$ cat src/rtl/lc3b_mem_port.sv
// Memory-access unit for the LC-3b datapath: accepts one load/store request, runs the
// mem_read/mem_write/mem_resp handshake, and formats byte lanes for any power-of-two width.
module lc3b_mem_port #(
    parameter int WIDTH      = 16,
    parameter int ADDR_WIDTH = 16,
    parameter int TIMEOUT    = 0
) (
    input  logic                  clk,
    input  logic                  rst_n,
    input  logic                  req_valid,
    output logic                  req_ready,
    input  logic                  req_write,
    input  logic                  req_byte,
    input  logic                  req_signed,
    input  logic [ADDR_WIDTH-1:0] req_addr,
    input  logic [WIDTH-1:0]      req_wdata,
    output logic                  rsp_valid,
    output logic [WIDTH-1:0]      rsp_rdata,
    output logic                  rsp_err,
    output logic                  mem_read,
    output logic                  mem_write,
    output logic [ADDR_WIDTH-1:0] mem_address,
    output logic [WIDTH-1:0]      mem_wdata,
    output logic [WIDTH/8-1:0]    mem_byte_enable,
    input  logic [WIDTH-1:0]      mem_rdata,
    input  logic                  mem_resp,
    output logic [1:0]            dbg_state
);

    localparam int NB = WIDTH / 8;
    localparam int L  = $clog2(NB);
    localparam int CW = (TIMEOUT == 0) ? 1 : $clog2(TIMEOUT + 1);

    // Request handshake: a request transfers on a rising edge where req_valid && req_ready;
    // req_ready is high only in IDLE, so nothing is queued while an access is in flight.
    typedef enum logic [1:0] {
        S_IDLE   = 2'd0,
        S_ACCESS = 2'd1,
        S_DONE   = 2'd2
    } state_t;

    state_t                state_q, state_d;
    logic                  mem_read_q, mem_read_d;
    logic                  mem_write_q, mem_write_d;
    logic [ADDR_WIDTH-1:0] addr_q, addr_d;
    logic [WIDTH-1:0]      wdata_q, wdata_d;
    logic [NB-1:0]         be_q, be_d;
    logic                  byte_q, byte_d;
    logic                  signed_q, signed_d;
    logic [L-1:0]          lane_q, lane_d;
    logic [WIDTH-1:0]      rdata_q, rdata_d;
    logic                  err_q, err_d;

    logic                  accept;
    logic                  timeout_hit;
    logic [ADDR_WIDTH-1:0] addr_word;
    logic [NB-1:0]         be_onehot;
    logic [7:0]            sel_byte;
    logic [WIDTH-1:0]      fmt_rdata;

    always_comb begin
        addr_word         = req_addr;
        addr_word[L-1:0]  = '0;
        be_onehot         = '0;
        be_onehot[req_addr[L-1:0]] = 1'b1;
    end

    // Lane is taken from the registered request so late req_addr changes cannot disturb it.
    always_comb begin
        sel_byte = mem_rdata[{lane_q, 3'b000} +: 8];
        if (!byte_q) begin
            fmt_rdata = mem_rdata;
        end else if (signed_q) begin
            fmt_rdata = {{(WIDTH-8){sel_byte[7]}}, sel_byte};
        end else begin
            fmt_rdata = {{(WIDTH-8){1'b0}}, sel_byte};
        end
    end

    generate
        if (TIMEOUT != 0) begin : g_timeout
            logic [CW-1:0] cnt_q, cnt_d;

            always_comb begin
                cnt_d = cnt_q;
                if (accept) begin
                    cnt_d = '0;
                end else if (state_q == S_ACCESS) begin
                    cnt_d = cnt_q + 1'b1;
                end
            end

            always_ff @(posedge clk or negedge rst_n) begin
                if (!rst_n) begin
                    cnt_q <= '0;
                end else begin
                    cnt_q <= cnt_d;
                end
            end

            assign timeout_hit = (state_q == S_ACCESS) && (cnt_q == CW'(TIMEOUT - 1));
        end else begin : g_no_timeout
            assign timeout_hit = 1'b0;
        end
    endgenerate

    always_comb begin
        state_d     = state_q;
        mem_read_d  = mem_read_q;
        mem_write_d = mem_write_q;
        addr_d      = addr_q;
        wdata_d     = wdata_q;
        be_d        = be_q;
        byte_d      = byte_q;
        signed_d    = signed_q;
        lane_d      = lane_q;
        rdata_d     = rdata_q;
        err_d       = err_q;
        accept      = 1'b0;

        case (state_q)
            S_IDLE: begin
                if (req_valid) begin
                    accept      = 1'b1;
                    state_d     = S_ACCESS;
                    mem_read_d  = ~req_write;
                    mem_write_d = req_write;
                    byte_d      = req_byte;
                    signed_d    = req_signed;
                    lane_d      = req_addr[L-1:0];
                    if (req_byte) begin
                        addr_d  = req_addr;
                        wdata_d = {NB{req_wdata[7:0]}};
                        be_d    = be_onehot;
                    end else begin
                        addr_d  = addr_word;
                        wdata_d = req_wdata;
                        be_d    = '1;
                    end
                end
            end
            S_ACCESS: begin
                // A response in the timeout cycle still counts as success.
                if (mem_resp) begin
                    state_d     = S_DONE;
                    mem_read_d  = 1'b0;
                    mem_write_d = 1'b0;
                    err_d       = 1'b0;
                    if (mem_read_q) begin
                        rdata_d = fmt_rdata;
                    end
                end else if (timeout_hit) begin
                    state_d     = S_DONE;
                    mem_read_d  = 1'b0;
                    mem_write_d = 1'b0;
                    err_d       = 1'b1;
                    rdata_d     = '0;
                end
            end
            S_DONE: begin
                state_d = S_IDLE;
            end
            default: begin
                state_d = S_IDLE;
            end
        endcase
    end

    always_ff @(posedge clk or negedge rst_n) begin
        if (!rst_n) begin
            state_q     <= S_IDLE;
            mem_read_q  <= 1'b0;
            mem_write_q <= 1'b0;
            addr_q      <= '0;
            wdata_q     <= '0;
            be_q        <= '0;
            byte_q      <= 1'b0;
            signed_q    <= 1'b0;
            lane_q      <= '0;
            rdata_q     <= '0;
            err_q       <= 1'b0;
        end else begin
            state_q     <= state_d;
            mem_read_q  <= mem_read_d;
            mem_write_q <= mem_write_d;
            addr_q      <= addr_d;
            wdata_q     <= wdata_d;
            be_q        <= be_d;
            byte_q      <= byte_d;
            signed_q    <= signed_d;
            lane_q      <= lane_d;
            rdata_q     <= rdata_d;
            err_q       <= err_d;
        end
    end

    assign req_ready       = (state_q == S_IDLE);
    assign rsp_valid       = (state_q == S_DONE);
    assign rsp_rdata       = rdata_q;
    assign rsp_err         = err_q;
    assign mem_read        = mem_read_q;
    assign mem_write       = mem_write_q;
    assign mem_address     = addr_q;
    assign mem_wdata       = wdata_q;
    assign mem_byte_enable = be_q;
    assign dbg_state       = state_q;

endmodule

$ cat config.mk
export PLATFORM = sky130hd
export DESIGN_NAME = lc3b_mem_port
export DESIGN_NICKNAME = d
export VERILOG_FILES = /design/src/rtl/lc3b_mem_port.sv
export SDC_FILE = /design/constraint.sdc
export NUM_CORES = 1
export LEC_CHECK = 0
export BUFFER_PORTS_ARGS = -buffer_cell sky130_fd_sc_hd__buf_2
export CAP_MARGIN = 40
export CELL_PAD_IN_SITES_DETAIL_PLACEMENT = 0
export CELL_PAD_IN_SITES_GLOBAL_PLACEMENT = 2
export CORE_ASPECT_RATIO = 0.75
export CORE_MARGIN = 2
export CORE_UTILIZATION = 28
export CTS_CLUSTER_DIAMETER = 60
export DETAILED_ROUTE_END_ITERATION = 6
export GPL_TIMING_DRIVEN = 0
export PLACE_DENSITY_LB_ADDON = 0.1
export SKIP_CTS_REPAIR_TIMING = 1
export SYNTH_ARGS = -nofsm -noshare
export SYNTH_HDL_FRONTEND = slang
export SYNTH_SLANG_ARGS = --single-unit
$ cat constraint.sdc
create_clock -name clk -period 1.69 [get_ports clk]
set_input_delay 0.2535 -clock clk [delete_from_list [all_inputs] [get_ports clk]]
set_output_delay 0.2535 -clock clk [all_outputs]
set_load 0.02 [all_outputs]
---- Yosys cells after proc, flatten, opt, wreduce, memory -nomap -nowiden ----
Index checks and enable logic that the tools add are counted.
storage, ports and cells
  word-level logic and storage cells ...... 40
  input bits .............................. 55
  register bits ........................... 57
operators by class
  equality and inequality tests ........... 4
  $lt $le $gt $ge ......................... 2
  shift operators ......................... 1
  reductions and logical operators ........ 7
  multiplexer cells ....................... 15
  bitwise gates (word level) .............. 1
operator list
  kind                number
  $mux 16             3
  $shiftx 16x5->8     1
  $mux 2              3
  $reduce_and 3->1    2
  $mux 1              5
  $ne 2x2->1 const B  2
  $pmux 1 s2          2
  $pmux 2 s2          1
  $reduce_and 2->1    2
  $eq 2x1->1 const B  1
  $eq 2x2->1 const B  1
  $logic_not 2->1     1
  $lt 1x2->1 const B  1
  $reduce_bool 2->1   1
  $demux 1 s1         1
  $ge 1x1->1 const B  1
  $logic_and 1x1->1   1
  $not 1->1           1

---- Depth between registers and ports, before layout ----
  word-level depth ........................ 5
  depth in mapped cells ................... 6
  gate-level depth less buffers ........... 3

---- Worst setup path after synthesis ----
No wires, ideal clock.
  path kind ............................... register -> register
  from .................................... register state_q[0], in the netlist dbg_state[0]
  to ...................................... register lane_q
  path slack .............................. 0.192 ns
  arrival ................................. 1.373 ns
  period minus slack after synthesis ...... 1.498 ns
  library setup time ...................... 0.125 ns
  cell stages (with the launch flop) ...... 5
  cells stage by stage .................... dfrtp_1 -> buf_6 -> nor3b_4 -> buf_6 -> mux2_2
on the way
  longest elaborated chain between the ends .. 2
ends and longest elaborated chain
  what                               RTL line  text
  start, declared                    42        state_t state_q, state_d;
  start signal, assigned             183       state_q <= state_d;
  $logic_not 2->1                    121       case (state_q)
  $reduce_and 2->1 (no source line)  --
  end signal, assigned               191       lane_q <= lane_d;
  end, declared                      50        logic [L-1:0] lane_q, lane_d;
Every way passes these cells.
A chain may end at the register's enable or synchronous reset.

---- Worst setup path after layout ----
  from .................................... register state_q[1], in the netlist dbg_state[1]
  to ...................................... register wdata_q[6], in the netlist mem_wdata[6]
on the way
  longest elaborated chain between the ends .. 2
ends and longest elaborated chain
  what                               RTL line  text
  $logic_not 2->1                    121
  $reduce_and 2->1 (no source line)  --
  end signal, assigned               187       wdata_q <= wdata_d;
  end, declared                      46        logic [WIDTH-1:0] wdata_q, wdata_d;
Every way passes these cells.

==> run_results.csv <==
group,metric,value,unit
critical_path,cp_slowest_cell,"dfrtp_1",
global_route,grt_pass1_wl,9920,um
critical_path,cp-start-kind,"flip-flop",
clock_tree,path_clk_slew,0.05,ns
detailed_routing,postRouteWirelength,6080,um
final_layout,multi_input_area,866,um^2
synth,synth_top_area_share,59.4,%
synth,postSynthCellCount,191,
global_route,antenna_found_initial,0,
sta,rsz0062_at_grt,"no",
detailed_routing,drc,0,
pwr,ir_worst_vdd,0.606,mV
final_layout,seqCellArea,1430,um^2
critical_path,critical_path.max_fanout,10,
clock_tree,cts_tree,"built",
sta,finalCritPeriodShare,87.7,%
global_route,gr-total-overflow,0,
global_route,grt_start_max_net_pins,32,
job,maxCapViolations,0,
detailed_routing,drt-wirelength-per-cell,14.3,um
critical_path,path_cells,"nor3b_4 > buf_6 > mux2_2",
clock_tree,htree_levels,3,
outcome,status,"complete, but fails checks",
clock_tree,cts-root-buf,"clkbuf_16",
floorplan,die_w,111,um
final_layout,nFillCells,859,
sta,hold_slack,-0.00553,ns
critical_path,worstPathArrival,1.68,ns
synth,yosys-top-cells-area,"dfrtp_1 59%, mux2_2 13%, mux2i_1 7.1%",
clock_tree,clk_path_buf_depth,2,
place,post-dp-hpwl,4550,um
critical_path,crit_type,"reg2reg",
clock_tree,cts_buffers,9,
outcome,violations,"negative hold slack",
synth,synth_area,2400,um^2
final_layout,final_net_count,368,
detailed_routing,dr.pass1.iters,4,
detailed_routing,drt_iter0_markers,42,
critical_path,required,1.89,ns
critical_path,worstSetupStartpoint,"dbg_state[1]$_DFFE_PN0P_",
final_layout,drive_gt1_share,51.9,%
synth,yosysSeqAreaShare,59.4,%
synth,syn_nets,246,
min_path,hp-class,"in2async",
synth,yosys.area.top_type,"dfrtp_1",
sta,finalSetupTns,0,ns
global_route,grt_usage,13.7,%
pwr,p_leak,1.70,nW
detailed_routing,via_per_inst,4.40,
clock_tree,clkLatencyLatePin,0.32,ns
floorplan,placeableCoreArea,8380,um^2
sta,finalSetupViolations,0,
critical_path,cp-end-kind,"flip-flop",
floorplan,rows,29,
sta,fmax,675,MHz
critical_path,r2r_slack,0.21,ns
sta,report.final.slew_viol_count,0,
sta,post-route-worst-setup-slack,0.209,ns
sta,worstMarginPinSlew,0.725,ns
critical_path,r2r-end,"mem_wdata[6]$_DFFE_PN0P_",
place,place_congestion,0.691,
sta,hold_violations,2,
floorplan,die_y,84.2,um
synth,synth_seq_cells,57,
critical_path,reg2reg_from,"dbg_state[1]$_DFFE_PN0P_",
place,post-place-ws,0.175,ns
detailed_routing,drtAntennaViolNets,0,
clock_tree,cts.sinks,57,
floorplan,dieArea,9340,um^2
floorplan,ios,112,
global_route,grt_pass1_vias,1899,
synth,synth_warnings,0,
critical_path,crit_end,"mem_wdata[6]$_DFFE_PN0P_",
synth,yosysUniqueCellTypes,23,
final_layout,area_growth,41.2,%
detailed_routing,vias,1866,
floorplan,start_util,28.7,%
critical_path,reg2regPathDepth,3,
pwr,p_per_area,1670,nW/um^2
sta,skew,0.00813,ns
sta,fin_crit,1.48,ns
place,portBuffers,110,
critical_path,cp_slowest_stage_delay,0.46,ns
sta,relSlewSlack,51.7,%
final_layout,n_antenna_cell,0,
synth,avgSynthCellArea,12.6,um^2
power by group:
group | internal, mW | leakage (nW) | switching, mW | total, mW
Sequential | 1.82 | 0.667 | 0.230 | 2.05
Combinational | 0.751 | 0.892 | 1.13 | 1.88
Clock | 1.15 | 0.144 | 0.585 | 1.74
Total | 3.73 | 1.70 | 1.95 | 5.68
metal layers:
metal  vias up  track usage (%)  routed length, um
met4         0             5.00                 80
met3         8             6.06                481
met2        64             18.9               2560
met1       887             19.1               2950
met5         -                0                  0
li1        907                -                  -
synth_stat cells, drive strengths merged:
master,n
a21oi,8
a22o,2
a31oi,9
and3b,1
and4b,1
buf,11
clkbuf,1
conb,1
dfrtp,57
inv,4
mux2,27
mux2i,17
nand2,9
nand2b,8
nand3,2
nand4b,1
nor2,20
nor2b,1
nor3b,1
o21a,1
o21ai,9
layout by cell type, fill, tap and decap left out, drive strengths merged, types with 3 or more instances in the layout:
cell type,netlist,final
buf,11,122
dfrtp,57,57
mux2,27,27
nor2,20,20
mux2i,17,17
clkbuf,1,11
a31oi,9,9
nand2,9,9
o21ai,9,9
nand2b,8,8
a21oi,8,8
inv,4,4
clkinv,0,3
worst max-delay path: cells and delay by family, from the launching register on:
| family | cells | cell delay, ns |
|---|---|---|
| mux | 1 | 0.34 |
| buf+inv | 1 | 0.21 |
| flops | 1 | 0.46 |
| simple gates | 1 | 0.35 |
how the worst min path moves through the flow:
stage	from	to	slack, ns	cells past startpoint
5_1_grt	rst_n	rsp_rdata[4]$_DFFE_PN0P_	0.05	1
6_report	rst_n	rsp_rdata[4]$_DFFE_PN0P_	-0.006	1
3_5_place_dp	rst_n	rsp_rdata[4]$_DFFE_PN0P_	0.36	1
4_1_cts	rst_n	rsp_rdata[4]$_DFFE_PN0P_	0.02	1
3_3_place_gp	rsp_rdata[2]$_DFFE_PN0P_	rsp_rdata[2]$_DFFE_PN0P_	0.46	2
2_1_floorplan	rst_n	byte_q$_DFFE_PN0P_	-0.04	0
kinds of logic (layout without fill, tap and decap cells):
group | Yosys count | after routing | share of synthesized area, %
other | 1 | 1 | 0.156
and+or+nand+nor | 44 | 44 | 9.22
buffers and inverters | 16 | 141 | 4.58
muxes | 44 | 44 | 19.7
AOI/OAI and AO/OA | 29 | 29 | 6.93
DFF | 57 | 57 | 59.4
state kept, by name (all words and copies together) (netlist names):
name,flops
byte_q,1
mem_byte_enable,2
lane_q,1
mem_address,16
mem_read,1
dbg_state,2
rsp_rdata,16
signed_q,1
mem_wdata,16
mem_write,1
through the flow:
stage | std cells | util (%) | power [mW] | cell area (um^2) | hold WS (ns)
finish | 424 | 40.5 | 5.68 | 3390 | -0.00553
floorplan | 191 | - | 3.26 | 2400 | -0.0421
detailed placement | 410 | 37.1 | 3.99 | 3110 | 0.358
global route | 424 | 40.5 | 6.00 | 3390 | 0.0485
CTS | 424 | 40.5 | 5.77 | 3390 | 0.0245
global placement | 409 | 36.8 | 3.97 | 3090 | 0.463
final cells by class:
cell class	instances	area share (%)
Buffer	12	2.80
Clock buffer	10	7.05
Clock inverter	4	1.33
Inverter	4	0.443
Multi-Input combinational cell	118	25.5
Sequential cell	57	42.1
Tap cell	108	3.98
Timing Repair Buffer	111	16.8
No activity file was read; power rests on OpenSTA's default activity.
